<file path="src/rtl/conv_ibuf.sv">
// rtl/conv_ibuf.sv - input buffer that streams one inference's elements into CIM tile input registers
// Optional macro CONV_IBUF_ZERO_PAD_EN zero-fills unused crossbar rows after each stream.
module conv_ibuf #(
  parameter int input_size    = 201,
  parameter int xbar_size     = 256,
  parameter int datatype_size = 8,
  parameter int v_cim_tiles   = (input_size + xbar_size - 1) / xbar_size
) (
  input  logic                         clk,
  input  logic                         rst,
  input  logic                         i_start,
  input  logic                         i_valid,
  input  logic [datatype_size-1:0]     i_data,
  input  logic                         i_cim_busy,
  output logic                         o_busy,
  output logic [v_cim_tiles-1:0]       o_cim_we,
  output logic [$clog2(xbar_size)-1:0] o_cim_addr,
  output logic [datatype_size-1:0]     o_cim_data,
  output logic                         o_cim_start
);

  localparam int TOTAL = v_cim_tiles * xbar_size;
  localparam int CW    = $clog2(TOTAL + 1);
  localparam int AW    = $clog2(xbar_size);
  localparam logic [CW-1:0] LAST_IN  = CW'(input_size - 1);
  localparam logic [CW-1:0] XB       = CW'(xbar_size);
`ifdef CONV_IBUF_ZERO_PAD_EN
  localparam logic [CW-1:0] LAST_ALL = CW'(TOTAL - 1);
  localparam bit            DO_PAD   = (input_size < TOTAL);
`endif

  typedef enum logic [2:0] {
    IDLE,
    LOAD,
`ifdef CONV_IBUF_ZERO_PAD_EN
    PAD,
`endif
    WAIT_CIM,
    START
  } state_t;

  state_t               state;
  logic [CW-1:0]        cnt;
  logic [CW-1:0]        tile_idx;
  logic [v_cim_tiles-1:0] tile_sel;
  logic [AW-1:0]        row_addr;

  // Element index cnt maps to tile cnt/xbar_size, row cnt%xbar_size.
  always_comb begin
    tile_idx = cnt / XB;
    tile_sel = v_cim_tiles'(1) << tile_idx;
    row_addr = AW'(cnt % XB);
  end

  always_ff @(posedge clk) begin
    if (rst) begin
      state       <= IDLE;
      cnt         <= '0;
      o_busy      <= 1'b0;
      o_cim_we    <= '0;
      o_cim_addr  <= '0;
      o_cim_data  <= '0;
      o_cim_start <= 1'b0;
    end else begin
      o_cim_we    <= '0;
      o_cim_start <= 1'b0;
      case (state)
        IDLE: begin
          if (i_start) begin
            state  <= LOAD;
            cnt    <= '0;
            o_busy <= 1'b1;
          end
        end
        LOAD: begin
          if (i_valid) begin
            o_cim_we   <= tile_sel;
            o_cim_addr <= row_addr;
            o_cim_data <= i_data;
            cnt        <= cnt + 1'b1;
            if (cnt == LAST_IN) begin
`ifdef CONV_IBUF_ZERO_PAD_EN
              state <= DO_PAD ? PAD : WAIT_CIM;
`else
              state <= WAIT_CIM;
`endif
            end
          end
        end
`ifdef CONV_IBUF_ZERO_PAD_EN
        PAD: begin
          o_cim_we   <= tile_sel;
          o_cim_addr <= row_addr;
          o_cim_data <= '0;
          cnt        <= cnt + 1'b1;
          if (cnt == LAST_ALL) state <= WAIT_CIM;
        end
`endif
        // Start is raised on entry so it lines up with the START state cycle.
        WAIT_CIM: begin
          if (!i_cim_busy) begin
            state       <= START;
            o_cim_start <= 1'b1;
          end
        end
        START: begin
          state  <= IDLE;
          o_busy <= 1'b0;
        end
        default: begin
          state  <= IDLE;
          o_busy <= 1'b0;
        end
      endcase
    end
  end

endmodule

</file>
<file path="config.mk">
export PLATFORM = sky130hd
export DESIGN_NAME = conv_ibuf
export DESIGN_NICKNAME = d
export VERILOG_FILES = /design/src/rtl/conv_ibuf.sv
export SDC_FILE = /design/constraint.sdc
export NUM_CORES = 1
export LEC_CHECK = 0
export CAP_MARGIN = 20
export CORE_MARGIN = 2
export CORE_UTILIZATION = 55
export CTS_BUF_LIST = sky130_fd_sc_hd__clkbuf_8
export CTS_CLUSTER_SIZE = 30
export DETAILED_ROUTE_END_ITERATION = 16
export GPL_ROUTABILITY_DRIVEN = 0
export MAX_ROUTING_LAYER = met4
export PLACE_DENSITY = 0.85
export RECOVER_POWER = 100
export SYNTH_ARGS = -nofsm -noshare
export SYNTH_HDL_FRONTEND = slang
export SYNTH_SLANG_ARGS = --single-unit
</file>
<file path="constraint.sdc">
create_clock -name clk -period 3.4 [get_ports clk]
set_input_delay 0.68 -clock clk [delete_from_list [all_inputs] [get_ports clk]]
set_output_delay 0.68 -clock clk [all_outputs]
set_load 0.02 [all_outputs]
</file>
### Word level (Yosys, flattened, before mapping)

Index checks and enable logic that the tools add are counted.

* bits in registers: 31
* bits of input ports: 13
* output and inout port bits: 19
* word-level logic and storage cells: 40

* $add $sub $neg: 1
* eq/ne operators: 7
* shifts and indexed selects: 1
* muxes and demuxes: 11
* bitwise operators: 4
* reductions and logical operators: 9

Operator list (count)
* two-way mux 9 bit: 2
* case mux 9 bit (2 select lines): 1
* two-way mux 3 bit: 4
* adder 9 x 1 -> 9 bit, second input constant: 1
* equality test 9 x 8 -> 1 bit, second input constant: 1
* case mux 3 bit (3 select lines): 1
* inequality test 2 bit, second input constant: 4
* NOT 1 bit: 4
* AND reduction 2 bit: 2
* AND reduction 4 bit: 1
* OR reduction 2 bit: 2
* equality test 3 x 1 -> 1 bit, second input constant: 1
* equality test 3 x 2 -> 1 bit, second input constant: 1
* logical NOT 3 bit: 1
* AND reduction 3 bit: 1
* OR reduction 3 bit: 1
* two-way mux 1 bit: 2
* case mux 1 bit (2 select lines): 1
* nonzero test 2 bit: 1
* left shift 1 x 1 -> 1 bit, first input constant: 1

### Depth between registers and ports, before layout

* depth after elaboration: 4
* gate-level depth with buffers: 8
* mapped depth without buffers: 6

### Worst setup path before layout

No wires, ideal clock.

* kind: flip-flop to flip-flop
* start: register state[1]
* end: register cnt[8]
* setup time: 116 ps
* arrival time: 1520 ps
* data required time: 3284 ps
* path slack: 1764 ps
* stages on the path, launching flop included: 8
* path buffers: 1
* period minus slack after synthesis: 1636 ps
* cell sequence: dfxtp_1 inv_1 ha_1 buf_2 nor2b_2 nor4_4 a211oi_1 a31o_1

* longest elaborated chain between the ends: 3
* elaborated cells on any way between the ends: 7
* those cells by class: eq/ne (3); mux (1); reduce/logical (3)

RTL lines
* start, declared: line 42 `state_t state;`
* start signal, assigned: line 57 `state <= IDLE;`
* start signal, assigned: line 70 `state <= LOAD;`
* start signal, assigned: line 85 `state <= WAIT_CIM;`
* equality test 3 x 1 -> 1 bit or logical NOT 3 bit (tied branches): line 67 `case (state)`
* inequality test 2 bit (no source line) or nonzero test 2 bit (tied branches)
* AND reduction 3 bit (no source line)
* end signal, assigned: line 80 `cnt <= cnt + 1'b1;`
* end, declared: line 43 `logic [CW-1:0] cnt;`

Several ways; a longest one is shown, not always the timed one.
A chain may end at the register's enable or synchronous reset.

==> flow_summary.yaml <==
status:
  outcome: "finished, final reports clean"
detailed_routing:
  wl_per_cell_um: 13.7
  firstDrtPassIters: 4
  via_per_inst: 5.63
  totalWireLength_mm: 2.95
  drt_iter0_drc: 31
  dr_total_vias: 1211
  drcViolationCount: 0
  postRouteAntennaNets: 0
global_route:
  grt_pass1_wl_mm: 4.89
  grt_pass1_vias: 1155
  grt_util_met3: 0.0734
  met2_usage: 0.432
  grtUsageMet1: 0.257
  grt_antenna_before_repair: 0
  grt_use_total: 0.245
  grt_overflow_total: 0
  grt_start_max_net_pins: 27
  busiest_layer: "met2"
logic_synthesis:
  synth.area.top_cells: "dfxtp_1, nand2_1, a21oi_1"
  ys_ff_latch: 30
  synth_edf_count: 0
  synth_xor_xnor_area_share: 0.0326
  yosysSeqAreaShare: 0.447
  synth_top_area_frac: 0.447
  synth_top_family_by_area: "simple AND/OR/NAND/NOR gates"
  synth_simple_gate_area_frac: 0.256
  synth_cell_types: 34
  synth_area_sq_um: 1350
  syn_inst: 156
  syn_nets: 175
  postSynthAreaPerCell_sq_um: 8.62
  synth-async-reset-ratio: 0
  synth-adder-area-share: 0.0558
  synthFlopType: "dfxtp_1"
  muxShareOfSynthArea: 0.0223
  yosys.area.top_type: "dfxtp_1"
  synth-compound-area-share: 0.142
  ys_warn_count: 0
sta:
  fin_crit_sh: 0.728
  finClkSkew_ns: 0.00905
  rsz0062_at_grt: "false"
  setup_viol: 0
  finalCriticalPeriod_ns: 2.48
  worst_slack_ns: 0.923
  max_freq_mhz: 404
  maxSlewHeadroom: 0.303
  fin_setup_tns_ns: 0
  tightest_slew_ns: 1.05
  finalHoldViolCount: 0
  maxSlewViolCount: 0
setup_path:
  critical_path.slowest_cell: "clkbuf_1"
  critical_path.cell_chain: "dlygate4sd3_1 > clkbuf_1 > a31o_1 > nor2_1 > a31o_1"
  worst_setup_path_start_kind: "input port"
  critical_path_arrival_ns: 2.65
  crit_required_ns: 3.57
  cp_max_fo: 26
  critPathMaxStageDelay_ns: 0.77
  crit_path_end_kind: "flop"
  critPathKind: "in2reg"
  path_common_cell: "a31o_1"
finish:
  stdcell_count: 215
  diodes: 0
  final_area_sq_um: 1750
  drive_gt1_frac: 0.0695
  fin_nets: 207
  area_growth_pct: 29.9
die:
  row_count: 17
  ios: 32
  core_sq_um: 2250
  die_h_um: 53.5
  die_w_um: 53.5
  die-area_sq_um: 2860
  initial_core_util: 0.597
flow_run:
  max_cap_violations: 0
pwr:
  clkPwrFrac: 0.285
  p_seq_frac: 0.419
  power_uw: 965
  p_per_area_nw_per_um2: 552
  swShare: 0.329
  p_sw_uw: 317
  p_comb_frac: 0.296
  ir_worst_vdd_v: 0.000501
  internal_power_uw: 648
  p_leak_uw: 0.000671
min_path:
  hp-class: "reg2reg"
placed_design:
  place.port_buffers: 31
  dp_hpwl_mm: 2.07
  pre_cts_ws_ns: 1.09
  placed_cell_area_sq_um: 1670
  place_inst: 209
cts:
  cts_buffer_depth: 2
  root_buffer: "clkbuf_8"
  cts.sinks: 30
  hold_buffers: 0
  cts_setup_buffers: 0
  clkSlewWorstSetupHoldPaths_ns: 0.06
  cts_made_buffers: 5
  h-tree-depth: 2
  post_cts_resized: 0
  cts_tree: "yes"
  clk_latency_ns: 0.28
routing by layer:
metal,up-vias,routed length (um)
li1,596,-
met5,-,0
met1,551,1190
met4,0,68
met2,52,1480
met3,12,199
kinds of logic (layout without fill, tap and decap cells):
family | after synthesis | count (layout)
flip-flops | 30 | 30
AO/OA/AOI/OAI | 32 | 32
buffers and inverters | 15 | 46
AND/OR/NAND/NOR | 65 | 65
multiplexers | 3 | 3
XOR/XNOR | 5 | 5
adder cells (fa/ha/maj) | 6 | 6
cell usage after synthesis (all sizes together), types with 2 or more instances:
master	number
nand2	34
inv	8
a211oi	2
nor4	2
nand2b	3
nor4b	3
o21ai	3
a21oi	19
nor2	9
nor2b	2
clkbuf	4
dfxtp	30
and2	2
buf	3
nor3	2
nand4	2
ha	6
xnor2	5
a31o	2
mux2i	3
and3	3
worst max-delay path: cells and delay by family:
family          cells  cell delay, ns
compound gates      2            0.59
buf+inv             2            1.29
simple gates        1            0.07
placed cells by master (no fill, tap or decap), drive strengths merged:
cell type | synthesis | routed
nor4b | 3 | 3
nor3b | 1 | 1
ha | 6 | 6
xnor2 | 5 | 5
a221o | 1 | 1
a32oi | 1 | 1
mux2i | 3 | 3
inv | 8 | 8
a211oi | 2 | 2
or4 | 1 | 1
o21ai | 3 | 3
dfxtp | 30 | 30
dlygate4sd3 | 0 | 21
a31o | 2 | 2
nand2b | 3 | 3
a221oi | 1 | 1
nand4 | 2 | 2
o31ai | 1 | 1
a21oi | 19 | 19
nor3 | 2 | 2
nand2 | 34 | 34
and3 | 3 | 3
nand3 | 1 | 1
and2 | 2 | 2
o211ai | 1 | 1
o22ai | 1 | 1
nor4 | 2 | 2
nor2b | 2 | 2
nor2 | 9 | 9
clkdlybuf4s50 | 0 | 10
clkbuf | 4 | 7
sequential cells by signal (all words and copies together), names as in the netlist:
signal       count
o_cim_we         1
o_busy           1
cnt              9
o_cim_addr       8
o_cim_start      1
o_cim_data       8
state            2
power groups by stage:
stage               logic (uW)  clock network [uW]  registers [uW]
floorplan                  183                   0             431
global placement           284                   0             409
detailed placement         291                   0             413
CTS                        294                 278             405
global route               319                 288             408
finish                     286                 275             404
worst paths after layout:
kind	startpoint	endpoint	slack, ns	depth (start not counted)
worst max-delay path	rst	cnt[8]	0.92	5
worst min-delay path	o_cim_addr[3]	o_cim_addr[3]	0.45	2
worst max register to register	state[1]	cnt[0]	1.32	6
worst min register to register	o_cim_addr[3]	o_cim_addr[3]	0.45	2
per-stage QoR:
stage           util  hold slack (ns)
5_1_grt        0.775            0.479
3_5_place_dp   0.740            0.449
4_1_cts        0.776            0.457
3_3_place_gp   0.740            0.441
2_1_floorplan      -            0.426
6_report       0.775            0.453
area by class of cell:
type | count | area (sq um)
multi-input combinational | 111 | 684
inverter | 8 | 30.0
clock buffer | 6 | 82.6
timing repair buffer | 32 | 314
sequential | 30 | 601
tap | 28 | 35.0
fill | 161 | 508
Note: power is estimated with default switching activity, not from simulation.
